$ cat src/rtl/gb_vga_pkg.sv
// Shared definitions for the VGA screen sequencer.
// Contents: screen id constants, sequencer state enum, full-intensity level.
package gb_vga_pkg;

  localparam logic [2:0] SCR_WELCOME  = 3'd0;
  localparam logic [2:0] SCR_HOME     = 3'd1;
  localparam logic [2:0] SCR_CTRL     = 3'd2;
  localparam logic [2:0] SCR_SETTINGS = 3'd3;
  localparam logic [2:0] SCR_GAME     = 3'd4;

  localparam logic [3:0] INTENSITY_FULL = 4'hF;

  typedef enum logic [1:0] {
    ST_IDLE      = 2'd0,
    ST_BLANK_OUT = 2'd1,
    ST_SWAP      = 2'd2,
    ST_FADE_IN   = 2'd3
  } seq_state_e;

endpackage

$ cat src/rtl/vga_frame_edge.sv
// vsync synchroniser and frame-start detector.
// Ports:
//   clk, reset  - system clock, synchronous active-high reset
//   vsync_in    - asynchronous vSync of the selected screen controller
//   frame_tick  - registered one-cycle pulse per assertion edge of vsync_in
// Parameter VS_ACTIVE_LOW selects the asserting edge (1: falling, 0: rising).
module vga_frame_edge #(
  parameter int VS_ACTIVE_LOW = 1
) (
  input  logic clk,
  input  logic reset,
  input  logic vsync_in,
  output logic frame_tick
);

  localparam logic INACT = (VS_ACTIVE_LOW != 0) ? 1'b1 : 1'b0;

  logic s1_q, s1_d;
  logic s2_q, s2_d;
  logic hist_q, hist_d;
  logic tick_q, tick_d;

  always_comb begin
    s1_d   = vsync_in;
    s2_d   = s1_q;
    hist_d = s2_q;
    tick_d = (s2_q != INACT) && (hist_q == INACT);
  end

  // All stages start at the inactive level so reset never fakes a frame start.
  always_ff @(posedge clk) begin
    if (reset) begin
      s1_q   <= INACT;
      s2_q   <= INACT;
      hist_q <= INACT;
      tick_q <= 1'b0;
    end else begin
      s1_q   <= s1_d;
      s2_q   <= s2_d;
      hist_q <= hist_d;
      tick_q <= tick_d;
    end
  end

  assign frame_tick = tick_q;

endmodule

$ cat src/rtl/vga_screen_sequencer.sv
// Frame-synchronous screen-select controller for the VGA output muxes.
// A requested screen change is applied only on a frame boundary, with
// BLANK_FRAMES blanked frames before and after the swap.
// Ports:
//   clk, reset  - system clock, synchronous active-high reset
//   req_state   - UI FSM state code (4 bits); invalid codes map to homescreen
//   vsync_in    - vSync of the currently selected screen controller
//   screen_sel  - registered 3-bit select for the VGA muxes
//   blank       - 1 forces RGB to zero
//   intensity   - RGB scale factor (15 = full)
//   busy        - 1 while a switch is in progress
//   frame_tick  - one-cycle pulse per detected frame start
// Optional feature: define GB_VGA_FADE_EN for a stepped intensity ramp.
module vga_screen_sequencer
  import gb_vga_pkg::*;
#(
  parameter int NUM_SCREENS   = 5,
  parameter int BLANK_FRAMES  = 2,
  parameter int VS_ACTIVE_LOW = 1,
  parameter int FADE_STEP     = 4
) (
  input  logic       clk,
  input  logic       reset,
  input  logic [3:0] req_state,
  input  logic       vsync_in,
  output logic [2:0] screen_sel,
  output logic       blank,
  output logic [3:0] intensity,
  output logic       busy,
  output logic       frame_tick
);

  if (NUM_SCREENS < 1 || NUM_SCREENS > 8) begin : g_bad_ns
    $error("NUM_SCREENS out of range");
  end
  if (BLANK_FRAMES < 1 || BLANK_FRAMES > 15) begin : g_bad_bf
    $error("BLANK_FRAMES out of range");
  end
  if (FADE_STEP < 1 || FADE_STEP > 15) begin : g_bad_fs
    $error("FADE_STEP out of range");
  end

  localparam logic [3:0] BF4 = 4'(BLANK_FRAMES);
  localparam logic [4:0] NS5 = 5'(NUM_SCREENS);

  logic       tick;
  logic [2:0] target;
  logic [3:0] cnt_inc;

  seq_state_e state_q, state_d;
  logic [3:0] frame_cnt_q, frame_cnt_d;
  logic [2:0] screen_sel_q, screen_sel_d;
  logic [2:0] pending_q, pending_d;

  vga_frame_edge #(.VS_ACTIVE_LOW(VS_ACTIVE_LOW)) u_frame_edge (
    .clk       (clk),
    .reset     (reset),
    .vsync_in  (vsync_in),
    .frame_tick(tick)
  );

  assign target  = ({1'b0, req_state} < NS5) ? req_state[2:0] : SCR_HOME;
  assign cnt_inc = (frame_cnt_q == 4'hF) ? 4'hF : frame_cnt_q + 4'd1;

`ifdef GB_VGA_FADE_EN
  localparam logic [3:0] STEP4 = 4'(FADE_STEP);
  logic [3:0] intensity_q, intensity_d;
  logic [3:0] int_dn, int_up;

  assign int_dn = (intensity_q > STEP4) ? intensity_q - STEP4 : 4'h0;
  assign int_up = (({1'b0, intensity_q} + {1'b0, STEP4}) >= {1'b0, INTENSITY_FULL})
                  ? INTENSITY_FULL : intensity_q + STEP4;
`endif

  always_comb begin
    state_d      = state_q;
    frame_cnt_d  = frame_cnt_q;
    screen_sel_d = screen_sel_q;
    pending_d    = target;
`ifdef GB_VGA_FADE_EN
    intensity_d  = intensity_q;
`endif
    case (state_q)
      ST_IDLE: begin
        if (tick && (pending_q != screen_sel_q)) begin
          state_d     = ST_BLANK_OUT;
          frame_cnt_d = '0;
        end
      end
      ST_BLANK_OUT: begin
        if (tick) begin
          frame_cnt_d = cnt_inc;
`ifdef GB_VGA_FADE_EN
          intensity_d = int_dn;
          if ((int_dn == 4'h0) && (cnt_inc >= BF4)) state_d = ST_SWAP;
`else
          if (cnt_inc >= BF4) state_d = ST_SWAP;
`endif
        end
      end
      ST_SWAP: begin
        screen_sel_d = pending_q;
        frame_cnt_d  = '0;
        state_d      = ST_FADE_IN;
      end
      ST_FADE_IN: begin
        if (tick) begin
          frame_cnt_d = cnt_inc;
`ifdef GB_VGA_FADE_EN
          intensity_d = int_up;
          if ((int_up == INTENSITY_FULL) && (cnt_inc >= BF4)) state_d = ST_IDLE;
`else
          if (cnt_inc >= BF4) state_d = ST_IDLE;
`endif
        end
      end
      default: state_d = ST_FADE_IN;
    endcase
  end

  always_ff @(posedge clk) begin
    if (reset) begin
      state_q      <= ST_FADE_IN;
      frame_cnt_q  <= '0;
      screen_sel_q <= SCR_WELCOME;
      pending_q    <= SCR_WELCOME;
`ifdef GB_VGA_FADE_EN
      intensity_q  <= '0;
`endif
    end else begin
      state_q      <= state_d;
      frame_cnt_q  <= frame_cnt_d;
      screen_sel_q <= screen_sel_d;
      pending_q    <= pending_d;
`ifdef GB_VGA_FADE_EN
      intensity_q  <= intensity_d;
`endif
    end
  end

  assign screen_sel = screen_sel_q;
  assign busy       = (state_q != ST_IDLE);
  assign frame_tick = tick;

`ifdef GB_VGA_FADE_EN
  // Blank only at zero intensity so the ramp itself stays visible.
  assign blank     = (intensity_q == 4'h0);
  assign intensity = intensity_q;
`else
  assign blank     = (state_q != ST_IDLE);
  assign intensity = blank ? 4'h0 : INTENSITY_FULL;
`endif

endmodule

$ cat config.mk
export PLATFORM = sky130hd
export DESIGN_NAME = vga_screen_sequencer
export DESIGN_NICKNAME = d
export VERILOG_FILES = /design/src/rtl/gb_vga_pkg.sv /design/src/rtl/vga_frame_edge.sv /design/src/rtl/vga_screen_sequencer.sv
export SDC_FILE = /design/constraint.sdc
export NUM_CORES = 1
export LEC_CHECK = 0
export ABC_CLOCK_PERIOD_IN_PS = 1550
export BUFFER_PORTS_ARGS = -buffer_cell sky130_fd_sc_hd__buf_2
export CAP_MARGIN = 5
export CORE_MARGIN = 2
export CORE_UTILIZATION = 46
export CTS_CLUSTER_DIAMETER = 80
export CTS_CLUSTER_SIZE = 10
export DETAILED_ROUTE_END_ITERATION = 7
export PLACE_DENSITY = 0.7
export SLEW_MARGIN = 30
export SYNTH_ARGS = -nofsm -noshare
export SYNTH_HDL_FRONTEND = slang
export SYNTH_SLANG_ARGS = --single-unit
$ cat constraint.sdc
create_clock -name clk -period 1.55 [get_ports clk]
set_clock_uncertainty 0.1 [all_clocks]
set_input_delay 0.0775 -clock clk [delete_from_list [all_inputs] [get_ports clk]]
set_output_delay 0.0775 -clock clk [all_outputs]
set_load 0.005 [all_outputs]
* After elaboration in Yosys (flattened, before gate mapping)
Index checks and enable logic that the tools add are counted.
** Operators by class
- Add/sub/neg operators :: 1
- $mul :: 0
- Div/mod/pow operators :: 0
- $lt $le $gt $ge :: 2
- Equality and inequality tests :: 11
- Shift operators :: 0
- Mux-type cells :: 12
- Bitwise gates (word level) :: 2
- Reduce and logical (&&, ||, !) cells :: 8
** Operator list (number)
- $mux W4 :: 4
- $pmux W4 S3 :: 1
- $mux W2 :: 5
- $pmux W2 S4 :: 1
- $ne A2 B1 Y1 const B :: 3
- $ne A2 B2 Y1 const B :: 3
- $reduce_and A5 Y1 :: 1
- $add A4 B1 Y4 const B :: 1
- $eq A2 B2 Y1 const B :: 2
- $eq A4 B4 Y1 const B :: 1
- $ge A4 B2 Y1 const B :: 1
- $lt A4 B3 Y1 const B :: 1
- $reduce_or A2 Y1 :: 2
- $ne A3 B3 Y1 :: 1
- $eq A2 B1 Y1 const B :: 1
- $logic_and A1 B1 Y1 :: 2
- $logic_not A2 Y1 :: 1
- $not A1 Y1 :: 2
- $reduce_and A2 Y1 :: 1
- $reduce_bool A2 Y1 :: 1
- $mux W1 :: 1
** Storage, ports and cells
- Flip-flop bits (word level) :: 16
- Bits in latches :: 0
- RAM bits :: 0
- Memory bits (read-only) :: 0
- Bits of input ports :: 7
- Output and inout port bits :: 10
- Memories :: 0

* Longest topological paths before layout
- Depth after elaboration :: 6
- Depth in mapped cells :: 6
- Mapped depth without buffers :: 6

* Modules after synthesis
Synthesis repeated with hierarchy kept, for this count alone.
** Unflattened totals
- Cells, all modules :: 79
- Area, all modules :: 785.8 um2
** Modules (own cells, without submodules)
- vga_screen_sequencer :: instances 1, cells an instance 71, area an instance 679.4 um2, sequential area each 240.2 um2
- vga_frame_edge :: instances 1, cells an instance 8, area an instance 106.4 um2, sequential area each 80.1 um2

* Least setup slack after synthesis
No wires, ideal clock.
- Kind :: register -> register
- Start :: register state_q[1]
- End :: register frame_cnt_q[0]
- Arrival :: 1410 ps
- Data required time :: 1379 ps
- Slack :: -31 ps
- Stages on the path, launching flop included :: 7
- Buffers on the path :: 0
- Period minus slack after synthesis :: 1581 ps
- Cells stage by stage :: dfxtp_1 > inv_1 > ha_1 > nor2_1 > o21ai_2 > a221o_1 > a21oi_1
** On the way
- Word-level cells in the longest chain between the ends :: 4
** Ends and longest elaborated chain
- start: declaration :: RTL line vga_screen_sequencer.sv:50 : seq_state_e state_q, state_d;
- start signal: assignment :: RTL line vga_screen_sequencer.sv:131 : state_q <= state_d;
- $eq A2 B2 Y1 or $eq A2 B1 Y1 (tied branches) :: RTL line vga_screen_sequencer.sv:83 : case (state_q)
- $reduce_or A2 Y1 (no line)
- $ne A2 B1 Y1 (no line)
- $reduce_and A2 Y1 (no line)
- end signal: assignment :: RTL line vga_screen_sequencer.sv:132 : frame_cnt_q <= frame_cnt_d;
- end: declaration :: RTL line vga_screen_sequencer.sv:51 : logic [3:0] frame_cnt_q, frame_cnt_d;
Several ways; a longest one is shown, not always the timed one.
A chain may end at the register's enable or synchronous reset.

* Final worst setup path
- Start :: input port req_state[2]
- End :: register pending_q[0]
** On the way
- Word-level cells in the longest chain between the ends :: 2
** Ends and longest elaborated chain
- start: declaration :: RTL line vga_screen_sequencer.sv:24 : input logic [3:0] req_state,
- $lt A4 B3 Y1 :: RTL line vga_screen_sequencer.sv:62 : assign target = ({1'b0, req_state} < NS5) ? req_state[2:0] : SCR_HOME;
- $mux W1 :: RTL line vga_screen_sequencer.sv:62
- end signal: assignment :: RTL line vga_screen_sequencer.sv:134 : pending_q <= pending_d;
- end: declaration :: RTL line vga_screen_sequencer.sv:53 : logic [2:0] pending_q, pending_d;
No other way between the ends.

==> metrics.txt <==
largest net degree at the start of global routing 18; Max Slew Vio Count 0; largest fanout on the critical path 3; Routed Antenna Nets 0; Setup crit start kind input port; FMAX 666 MHz; Synth top area share 0.406; ys async rst share 0; syn_nets 93; RSZ-0062 raised after global routing true; Nets 125; Sequential cell area 332 µm²; CTS tree done; Clk pwr share 0.341; Netlist Area Pre-Place 790 µm²; Hold Path Class in -> reg; Row Count 14; vias in the first global route 670; initial core utilization 0.506; H-tree Lvls 1; Syn Inst Count 81; Clock Sinks 16; largest buffer count on any clock path 2; antenna fix cells 0; Final Non-Filler Cells 128; Comb pwr share 0.146; Pint 0.000632 W; clk root buf clkbuf_4; Multi-input gate area 493 µm²; CTS Buf Count 3; starting DRC count in detailed routing 7; 1st-pass router iterations 4; I/O pins 17; Vias/cell 5.30; Max VDD drop 0.724 mV; slew margin rel. 0.778; # port buffers 16; YS warnings 0; Seq pwr share 0.514; Critical Path RT 1640 ps; Power Density 737 mW/mm²; Sw Share 0.250; final hold viol count 0; status finished clean; share of cells above drive strength 1 0.563; hold_sp req_state[1]; P_leak 0.493 nW; Arr. time, crit path 1600 ps; min Tclk post-route 1500 ps; vias after detailed routing 678; DRC 0; Routed WL 1.81 mm; Final Instance Area 0.00114 mm²; Worst-Margin Slew 333 ps; fillers 127; Die Width 45.4 µm; die height 45.4 µm; synthesis-to-layout area growth 44.7%; Final Util 0.733; DR WL/cell 14.1 µm; Die ar. 0.00206 mm²; period utilisation layout 0.969; Unique masters post-synth 27; global-route wire length before repair 2.99 mm; top_reg_cell synth dfxtp_1; EDFF count, synth 0; initial antenna violation count 0; Synth Register Bits 16; Syn Area/Cell 9.75 µm²; global route overflow 0; r2r startpoint state_q[0]; flop-to-flop setup slack 60 ps; routability congestion estimate 0.881; Setup Viol. Count Final 0; MaxCap Viol Count 0; Clk pin slew, worst setup/hold paths 100 ps; setup TNS 0 ps; critical path class in -> reg; insertion delay to the later sink of the worst-skew pair 300 ps; dpl cell area 900 µm²; DP HPWL 1.14 mm; top-count cell post-synth dfxtp_1; DP Cell Count 113; area of the core 0.00156 mm²; Area contributors post-synth dfxtp_1, ha_1, mux2i_1; cell accounting for the most synthesized area dfxtp_1; Psw 0.000211 W; pre-CTS WS -106 ps; worst setup path startpoint req_state[2]; Worst Setup End Kind flip-flop; final worst slack 48.4 ps; post-synthesis sequential area ratio 0.406; top cells by count, synth dfxtp_1, nor2_1, inv_1, mux2i_1; Global Route Usage Sum 0.207
==> sequential cells by signal (all words and copies together) (netlist names) <==
| register | count |
|---|---|
| u_frame_edge.s1_q | 1 |
| u_frame_edge.frame_tick | 1 |
| frame_cnt_q | 4 |
| u_frame_edge.hist_d | 1 |
| u_frame_edge.hist_q | 1 |
| state_q | 2 |
| screen_sel | 3 |
| pending_q | 3 |
==> routing by layer <==
metal / vias up / track usage / share of wire
met1: 311 / 0.241 / 0.39
met5: - / 0 / 0
met4: 0 / 0.124 / 0.015
met2: 24 / 0.344 / 0.55
li1: 340 / - / -
met3: 3 / 0.0437 / 0.052
==> worst max-delay path, cell delays in order <==
cell           delay [ps]
dlygate4sd3_1         550
buf_2                 150
a211oi_2              200
dlygate4sd3_1         580
nor2_1                 40
==> through the flow <==
step | hold slack (ps) | power [W]
after floorplan | 54.2 | 0.000493
after global placement | 163 | 0.000519
after detailed placement | 164 | 0.000522
after CTS | 10.2 | 0.000823
after global routing | 51.5 | 0.000869
final | 29.0 | 0.000842
==> final timing paths <==
kind	depth (start not counted)	to
min reg2reg	2	u_frame_edge.frame_tick
max	5	pending_q[0]
min	3	pending_q[2]
max reg2reg	5	frame_cnt_q[0]
==> repair_timing <==
| action | CTS | global route |
|---|---|---|
| endpoints found under the setup margin | 6 | 7 |
| buffers inserted | 3 | 2 |
| resized for setup | 9 | 19 |
| endpoints found under the hold margin | 4 | 0 |
| pin swaps | 2 | 5 |
| hold buffers | 6 | 0 |
| gates cloned | 0 | 0 |
==> cells by family (layout without fill, tap and decap cells) <==
family	Yosys count	count (layout)	share of synthesized area
xor+xnor	3	3	0.0333
simple gates	25	25	0.162
mux	6	6	0.0761
buf+inv	12	43	0.0761
compound gates	14	14	0.168
fa+ha+maj	5	5	0.0792
flops	16	16	0.406
==> power by group through the flow <==
stage	Combinational [W]	Clock, W	Sequential (W)
5_1_grt	0.000133	0.000302	0.000434
3_5_place_dp	0.0000812	0	0.000441
4_1_cts	0.000108	0.000283	0.000431
3_3_place_gp	0.0000790	0	0.000440
6_report	0.000123	0.000287	0.000433
2_1_floorplan	0.0000530	0	0.000440
==> layout by cell type (no fill, tap or decap), types with 2 or more instances in the layout <==
cell type      instances
a211oi_2               2
dlygate4sd3_1          6
a21oi_2                2
ha_2                   2
dfxtp_2                6
nand3_1                5
ha_1                   2
a221o_1                2
clkbuf_4               3
nor2_1                 8
or2_2                  4
inv_2                  2
mux2i_1                5
buf_2                 16
dfxtp_1                9
inv_1                  4
buf_4                  9
xor2_2                 3
==> cell type report <==
cell class | count | share of cell area
multi-input cells | 53 | 0.432
flip-flops and latches | 16 | 0.290
repair buffers | 33 | 0.209
clock buffers | 4 | 0.0318
inverters | 6 | 0.0197
well taps | 16 | 0.0175
Power figures use the tool's default switching activity.
